==> src/rtl/sm_to_tc_serial_if.sv <==
// Handshake bundle for the serial sign-magnitude to two's-complement converter:
// input channel (magnitude + sign) and output channel (word + overflow flag).
interface sm_to_tc_serial_if #(
  parameter int WIDTH = 32
);
  logic             in_valid;
  logic             in_ready;
  logic [WIDTH-1:0] in_mag;
  logic             in_sign;
  logic             out_valid;
  logic             out_ready;
  logic [WIDTH-1:0] out_data;
  logic             out_ovf;

  // Converter side
  modport slave (
    input  in_valid, in_mag, in_sign, out_ready,
    output in_ready, out_valid, out_data, out_ovf
  );

  // Producer/consumer side
  modport master (
    output in_valid, in_mag, in_sign, out_ready,
    input  in_ready, out_valid, out_data, out_ovf
  );
endinterface

==> src/rtl/sm_to_tc_serial.sv <==
// Bit-serial sign-magnitude to two's-complement, LSB first; out_valid WIDTH+1 clocks after accept.
// Result holds in DONE until out_ready; inputs are ignored (not queued) while busy.
module sm_to_tc_serial #(
  parameter int WIDTH = 32
) (
  input logic              clk,
  input logic              rst_n,
  sm_to_tc_serial_if.slave bus
);
  localparam int CW = $clog2(WIDTH);

  localparam logic [1:0] IDLE  = 2'd0;
  localparam logic [1:0] SHIFT = 2'd1;
  localparam logic [1:0] DONE  = 2'd2;

  localparam logic [CW-1:0] LAST_BIT = CW'(WIDTH - 1);

  logic [1:0]       state_q;
  logic [WIDTH-1:0] shift_q;
  logic [WIDTH-1:0] result_q;
  logic [CW-1:0]    cnt_q;
  logic             sign_q;
  logic             seen_one_q;
  logic             ovf_q;

  logic accept;
  logic cur_bit;
  logic out_bit;
  logic ovf_in;

  assign accept  = bus.in_valid && (state_q == IDLE);
  assign cur_bit = shift_q[0];

  // Negation LSB-first: copy bits up to and including the first 1, invert the rest.
  assign out_bit = (sign_q && seen_one_q) ? ~cur_bit : cur_bit;

  // Negative values fit only up to magnitude 2^(WIDTH-1); positives only below it.
  assign ovf_in = bus.in_sign ? (bus.in_mag[WIDTH-1] & (|bus.in_mag[WIDTH-2:0]))
                              : bus.in_mag[WIDTH-1];

  always_ff @(posedge clk or negedge rst_n) begin
    if (!rst_n) begin
      state_q    <= IDLE;
      shift_q    <= '0;
      result_q   <= '0;
      cnt_q      <= '0;
      sign_q     <= 1'b0;
      seen_one_q <= 1'b0;
      ovf_q      <= 1'b0;
    end else begin
      case (state_q)
        IDLE: begin
          if (accept) begin
            shift_q    <= bus.in_mag;
            sign_q     <= bus.in_sign;
            seen_one_q <= 1'b0;
            cnt_q      <= '0;
            ovf_q      <= ovf_in;
            state_q    <= SHIFT;
          end
        end
        SHIFT: begin
          result_q   <= {out_bit, result_q[WIDTH-1:1]};
          shift_q    <= {1'b0, shift_q[WIDTH-1:1]};
          seen_one_q <= seen_one_q | cur_bit;
          cnt_q      <= cnt_q + CW'(1);
          if (cnt_q == LAST_BIT) begin
            state_q <= DONE;
          end
        end
        DONE: begin
          if (bus.out_ready) begin
            state_q <= IDLE;
          end
        end
        default: begin
          state_q <= IDLE;
        end
      endcase
    end
  end

  assign bus.in_ready  = (state_q == IDLE);
  assign bus.out_valid = (state_q == DONE);
  assign bus.out_data  = result_q;
  assign bus.out_ovf   = ovf_q;
endmodule

==> src/flat_wrapper.sv <==
// flat-port wrapper written by rule: the top's interface ports become plain ports
module sm_to_tc_serial_flat 
#(
  parameter int WIDTH = 32
)
  (clk, rst_n, bus_in_valid, bus_in_mag, bus_in_sign, bus_out_ready, bus_in_ready, bus_out_valid, bus_out_data, bus_out_ovf);
  sm_to_tc_serial_if #(.WIDTH(WIDTH)) bus_i ();
  input logic clk;
  input logic rst_n;
  input wire logic [$bits(bus_i.in_valid)-1:0] bus_in_valid;
  input wire logic [$bits(bus_i.in_mag)-1:0] bus_in_mag;
  input wire logic [$bits(bus_i.in_sign)-1:0] bus_in_sign;
  input wire logic [$bits(bus_i.out_ready)-1:0] bus_out_ready;
  output wire logic [$bits(bus_i.in_ready)-1:0] bus_in_ready;
  output wire logic [$bits(bus_i.out_valid)-1:0] bus_out_valid;
  output wire logic [$bits(bus_i.out_data)-1:0] bus_out_data;
  output wire logic [$bits(bus_i.out_ovf)-1:0] bus_out_ovf;
  assign bus_i.in_valid = bus_in_valid;
  assign bus_i.in_mag = bus_in_mag;
  assign bus_i.in_sign = bus_in_sign;
  assign bus_i.out_ready = bus_out_ready;
  assign bus_in_ready = bus_i.in_ready;
  assign bus_out_valid = bus_i.out_valid;
  assign bus_out_data = bus_i.out_data;
  assign bus_out_ovf = bus_i.out_ovf;
  sm_to_tc_serial #(.WIDTH(WIDTH)) u_core (.clk(clk), .rst_n(rst_n), .bus(bus_i));
endmodule
==> config.mk <==
export PLATFORM = sky130hd
export DESIGN_NAME = sm_to_tc_serial_flat
export DESIGN_NICKNAME = d
export VERILOG_FILES = /design/src/rtl/sm_to_tc_serial_if.sv /design/src/rtl/sm_to_tc_serial.sv /design/src/flat_wrapper.sv
export SDC_FILE = /design/constraint.sdc
export NUM_CORES = 1
export LEC_CHECK = 0
export ABC_AREA = 1
export CAP_MARGIN = 0
export CORE_MARGIN = 2
export CORE_UTILIZATION = 40
export DETAILED_ROUTE_END_ITERATION = 16
export HOLD_SLACK_MARGIN = 0.05
export PLACE_DENSITY = 0.66
export SLEW_MARGIN = 0
export SYNTH_ARGS = -nofsm -noshare
export SYNTH_HDL_FRONTEND = slang
export SYNTH_SLANG_ARGS = --single-unit
==> constraint.sdc <==
create_clock -name clk -period 2.58 [get_ports clk]
set_input_delay 0.258 -clock clk [delete_from_list [all_inputs] [get_ports clk]]
set_output_delay 0.258 -clock clk [all_outputs]
set_load 0.02 [all_outputs]
==> results of run 1 <==
cells in the mapped netlist:
cell type	count	share of area
a21oi_1	3	0.0042
a21oi_2	30	0.074
a22o_1	2	0.0049
and2_1	1	0.0018
buf_12	3	0.017
buf_2	4	0.0056
buf_4	1	0.0021
buf_6	6	0.019
clkbuf_1	2	0.0021
clkbuf_4	1	0.0021
dfrtp_1	74	0.52
ha_1	2	0.0071
inv_1	76	0.080
inv_2	2	0.0021
mux2_4	1	0.0042
nand2_1	62	0.066
nand2_2	2	0.0035
nand2_4	1	0.0032
nand3_1	1	0.0014
nor2_1	17	0.018
nor2_2	1	0.0018
o21a_1	1	0.0021
o21ai_0	34	0.048
o21ai_1	2	0.0028
o22ai_1	5	0.0088
o22ai_2	26	0.092
o31ai_1	1	0.0021
xor2_1	1	0.0025
area by class of cell:
class	instances	area, sq um	share of cell area
Inverter	78	292.8	0.06531
Sequential cell	74	1852	0.4131
Timing Repair Buffer	74	743.2	0.1658
Clock buffer	9	123.9	0.02763
Multi-Input combinational cell	193	1234	0.2752
Clock inverter	7	102.6	0.02289
Tap cell	108	135.1	0.03014
state kept, by name (all words and copies together), names as in the netlist:
register             cells
u_core.bus.out_ovf       1
u_core.seen_one_q        1
u_core.state_q           2
u_core.cnt_q             5
u_core.shift_q          32
u_core.sign_q            1
u_core.bus.out_data     32
worst paths after layout:
kind	from	to	slack, ps
min reg2reg	u_core.bus.out_ovf	u_core.bus.out_ovf	490
max in group asynchronous	rst_n	u_core.shift_q[24]	1930
max reg2reg	u_core.state_q[0]	u_core.shift_q[29]	880
max	u_core.state_q[0]	bus_in_ready	720
min	rst_n	u_core.bus.out_data[19]	60
min in group clk	u_core.bus.out_ovf	u_core.bus.out_ovf	490
cell families after synthesis:
| group | after synthesis | synth area share |
|---|---|---|
| muxes | 1 | 0.004230 |
| adders and majority gates | 2 | 0.007051 |
| DFF | 74 | 0.5219 |
| buffers and inverters | 95 | 0.1305 |
| xor gates and xnor gates | 1 | 0.002469 |
| AOI/OAI and AO/OA | 104 | 0.2387 |
| and+or+nand+nor | 85 | 0.09520 |
worst max-delay path, delay by kind of cell, from the launching register on:
kind | cells | cell delay [ps]
flops | 1 | 440
simple gates | 1 | 190
buf+inv | 1 | 640
metal layers:
| metal | global-route usage | up-vias | wire [um] |
|---|---|---|---|
| met5 | 0 | - | 0 |
| met4 | 0.03267 | 0 | 59 |
| met3 | 0.04295 | 5 | 411 |
| met2 | 0.2223 | 86 | 3032 |
| met1 | 0.2147 | 1186 | 3339 |
| li1 | - | 1286 | - |
power groups by stage:
stage               logic, mW  clock network, mW  registers [mW]
floorplan                1.45                  0            2.24
global placement         2.28                  0            2.04
detailed placement       2.33                  0            2.06
CTS                      2.34               1.04            2.04
global route             2.55               1.08            2.11
finish                   2.32              0.998            2.04
cells in the final DEF, fill, tap and decap left out, drive strengths merged:
cell / synthesis / routed
clkinv: 0 / 4
o21a: 1 / 1
clkbuf: 3 / 9
buf: 14 / 4
clkdlybuf4s50: 0 / 70
o22ai: 31 / 31
mux2: 1 / 1
o21ai: 36 / 36
and2: 1 / 1
ha: 2 / 2
a21oi: 33 / 33
xor2: 1 / 1
a22o: 2 / 2
bufinv: 0 / 2
nand2: 65 / 65
o31ai: 1 / 1
dfrtp: 74 / 74
nor2: 18 / 18
nand3: 1 / 1
inv: 78 / 79
==> flow_summary.toml, run 1 <==
[yosys]
ys_ff_latch = 74
synth.lib_cells_used.distinct = 28
syn_avg_cell_area_sq_um = 9.802
yosys_warnings = 0
syn-instance-count = 362
synthesis.area_sq_um = 3548
synth_sequential_area_ratio = 0.5219
mappedNetlistNets = 401

[timing]
skew_ps = 8.030
final_hold_viol_count = 0
rsz0062_at_grt = "no"
setup_total_negative_slack_ps = 0
fmax_ghz = 0.5371
final_max_slew_viol_count = 0
relSlewSlack = 0.3830
fin_hold_ws_ps = 60.90
setup-violations-final = 0
timing.final.crit_period_ps = 1862
worst_slack_ps = 718.2
period_share = 0.7216
timing_worst_slew_pin_value_ps = 925.5

[power]
switching_power_mw = 2.051
switching_share = 0.3831
irDropWorstVdd_mv = 0.5343
power_per_cell_area_nw_per_um2 = 1194
internal_power_mw = 3.302
combinationalPowerShare = 0.433
post-layout-total-power_mw = 5.353
static-leakage-power_nw = 2.063
clkPwrFrac = 0.186
part_of_the_power_in_registers = 0.381

[setup_path]
reg2regPathDepth = 5
cp-end-kind = "primary output"
worst_ep_required_time_ps = 2320
cp_max_fo = 4
cp_data_arrival_time_ps = 1600
crit_path_start_kind = "flop"
crit_path_max_incr_delay_ps = 640
critical_path_class = "flop to primary output"
slowest_stage = "clkdlybuf4s50_1"
crit_chain = "nor2_2, clkdlybuf4s50_1"

[die]
core_area_sq_um = 8678
dieArea_sq_um = 9640
initial_core_util = 0.4089
die_x_um = 98.19
io_pins = 72
dieHeight_um = 98.19
row_count = 34

[clocking]
tritoncts = "built"
cts_repair_resize_count = 0
cts_buffer_depth = 2
clk_transition_reported_paths_ps = 80
clockRootBuffer = "clkbuf_8"
hold_buf_count_cts = 0
worst_skew_pair.late_latency_ps = 340
postcts_setup_bufs = 0
cts_inserted_buffers = 9
htree_num_levels = 3
tritoncts_num_sinks = 74

[layout]
layoutNonFillerInstCount = 543
finalCoreUtilization = 0.5166
number_of_nets_in_the_layout = 469
insertedDiodeCount = 0
nFillCells = 843
layout.cell_area.non_filler_sq_um = 4483
areaGrowthSynthToFinish_pct = 26.34
drive_above_1_share = 0.1908

[placement]
numPortBuffers = 71
placedCellCount = 527
placed_cell_area_sq_um = 4257
gp_congestion = 0.7407
dp.final_hpwl_um = 4595
dp_worst_setup_slack_ps = 866.7

[global_routing]
grt_max_degree = 75
wire_length_of_the_first_global_routing_pass_um = 11700
grtUsageTotal = 0.1480
antenna_found_initial = 0
first_global_vias = 2442
global_route.overflow_total = 0

[detailed_routing]
drt_pass1_iterations = 4
drc_errors = 0
antenna_left = 0
drt_first_iter_violations = 156
routed_wire_length_per_instance_um = 12.60
routed_via_density = 4.720
route.final.wire_length_um = 6843
vias = 2563

[status]
status = "complete, no violations"

[flow_run]
maxCapViolCount = 0

[hold_path]
hp-class = "primary input to asynchronous set/reset pin"
Note: power is estimated with default switching activity, not from simulation.
==> inputs of run 2 (changes only) <==
--- a/config.mk
+++ b/config.mk
@@ -11,7 +11,7 @@
 export CORE_UTILIZATION = 40
 export DETAILED_ROUTE_END_ITERATION = 16
 export HOLD_SLACK_MARGIN = 0.05
-export PLACE_DENSITY = 0.66
+export PLACE_DENSITY = 0.68
 export SLEW_MARGIN = 0
 export SYNTH_ARGS = -nofsm -noshare
 export SYNTH_HDL_FRONTEND = slang
==> constraint.sdc (replaced) <==
create_clock -name clk -period 1.65 [get_ports clk]
set_input_delay 0.165 -clock clk [delete_from_list [all_inputs] [get_ports clk]]
set_output_delay 0.165 -clock clk [all_outputs]
set_load 0.02 [all_outputs]
==> flow_summary.toml, run 2 (synthesized netlist as in run 1, its figures left out) <==
[placement]
numPortBuffers = 71
dp.final_hpwl_um = 5016
placedCellCount = 535
dp_worst_setup_slack_ps = 228.4
gp_congestion = 0.7299
placed_cell_area_sq_um = 4354

[timing]
setup-violations-final = 0
period_share = 0.9316
skew_ps = 12.87
rsz0062_at_grt = "no"
setup_total_negative_slack_ps = 0
timing.final.crit_period_ps = 1537
final_hold_viol_count = 0
fmax_ghz = 0.6506
relSlewSlack = 0.6572
worst_slack_ps = 112.9
timing_worst_slew_pin_value_ps = 514.3
fin_hold_ws_ps = 322.1
final_max_slew_viol_count = 0

[layout]
layoutNonFillerInstCount = 552
nFillCells = 836
insertedDiodeCount = 0
number_of_nets_in_the_layout = 478
finalCoreUtilization = 0.5238
seq_area_sq_um = 1852
final_common_cell = "inv_1"
final_cell_mix = "76 x inv_1, 74 x dfrtp_1, 68 x clkdlybuf4s50_1"
areaGrowthSynthToFinish_pct = 28.10
multiInputGateArea_sq_um = 1234
layout.cell_area.non_filler_sq_um = 4546
drive_above_1_share = 0.2050

[detailed_routing]
top_layer_used = "met4"
routed_via_density = 4.723
vias = 2607
met2_length_um = 3311
drt_pass1_iterations = 4
routed_wire_length_per_instance_um = 12.97
met3RoutedLength_um = 380
drc_errors = 0
drt_first_iter_violations = 116
drt-met1-wl_um = 3406
route.final.wire_length_um = 7160
antenna_left = 0

[setup_path]
critical_path_class = "flop to primary output"
cp-end-kind = "primary output"
worst_setup_path_startpoint = "u_core.bus.out_data[31]"
ff2ff_setup_slack_ps = 310
slowest_stage = "clkdlybuf4s50_1"
reg2regPathDepth = 5
cp_max_fo = 3
crit_chain = "clkdlybuf4s50_1"
cpLargestDelayFamily = "buffers and inverters"
crit_cells = 1
worst_ep_required_time_ps = 1480
crit_path_end = "bus_out_data[31]"
rr_startpoint = "u_core.cnt_q[0]"
crit_path_max_incr_delay_ps = 650
cp_data_arrival_time_ps = 1370
crit_path_start_kind = "flop"
path_buf_inv = 1
worst_reg2reg_path_endpoint = "u_core.cnt_q[4]"

[status]
status = "complete, no violations"

[clocking]
htree_num_levels = 3
worst_skew_pair.late_latency_ps = 350
tritoncts_num_sinks = 74
cts_inserted_buffers = 9
clockRootBuffer = "clkbuf_8"
clk_transition_reported_paths_ps = 80
tritoncts = "built"
cts_buffer_depth = 2

[power]
switching_share = 0.3974
power_per_cell_area_nw_per_um2 = 1814
part_of_the_power_in_registers = 0.386
internal_power_mw = 4.971
clkPwrFrac = 0.159
switching_power_mw = 3.277
combinationalPowerShare = 0.455
irDropWorstVdd_mv = 0.6231
static-leakage-power_nw = 2.100
post-layout-total-power_mw = 8.248

[die]
row_count = 34
dieHeight_um = 98.19
initial_core_util = 0.4089
dieArea_sq_um = 9640
io_pins = 72
core_area_sq_um = 8678
die_x_um = 98.19

[global_routing]
grt_max_degree = 41
wire_length_of_the_first_global_routing_pass_um = 12120
global_route.overflow_total = 0
grtUsageTotal = 0.1571
first_global_vias = 2550
antenna_found_initial = 0

[flow_run]
maxCapViolCount = 0

[hold_path]
hp-class = "primary input to asynchronous set/reset pin"
[run 2: power by group through the flow]
stage | clock network [mW] | logic, mW | registers [mW]
after floorplan | 0 | 2.27 | 3.50
after global placement | 0 | 3.71 | 3.19
after detailed placement | 0 | 3.80 | 3.21
after CTS | 1.37 | 3.81 | 3.18
after global routing | 1.45 | 4.14 | 3.28
final | 1.31 | 3.76 | 3.18
[run 2: layer usage]
metal	vias up	global-route usage
met3	6	0.04724
met2	73	0.2434
met4	0	0.04426
li1	1299	-
met1	1229	0.2159
met5	-	0
[run 2: layout make-up]
cell class | count | area share
well taps | 108 | 0.02973
repair buffers | 83 | 0.1866
flip-flops and latches | 74 | 0.4074
multi-input cells | 193 | 0.2714
clock inverters | 7 | 0.01321
inverters | 78 | 0.06441
clock buffers | 9 | 0.02725
[run 2: what timing repair did]
| item | 4_1_cts | 5_1_grt |
|---|---|---|
| setup endpoints to repair | 2 | 0 |
| buffers inserted | 0 | 0 |
| gates resized for setup | 2 | 0 |
| hold buffers | 1 | 0 |
| endpoints found under the hold margin | 38 | 0 |
[run 2: worst min-delay path by stage]
stage,slack (ps),to,cells past startpoint,from
floorplan,-130,u_core.bus.out_data[0],0,rst_n
global placement,180,u_core.bus.out_data[19],1,rst_n
detailed placement,180,u_core.bus.out_data[19],1,rst_n
CTS,320,u_core.bus.out_data[14],2,rst_n
global route,360,u_core.bus.out_data[19],2,rst_n
finish,320,u_core.bus.out_data[20],2,rst_n
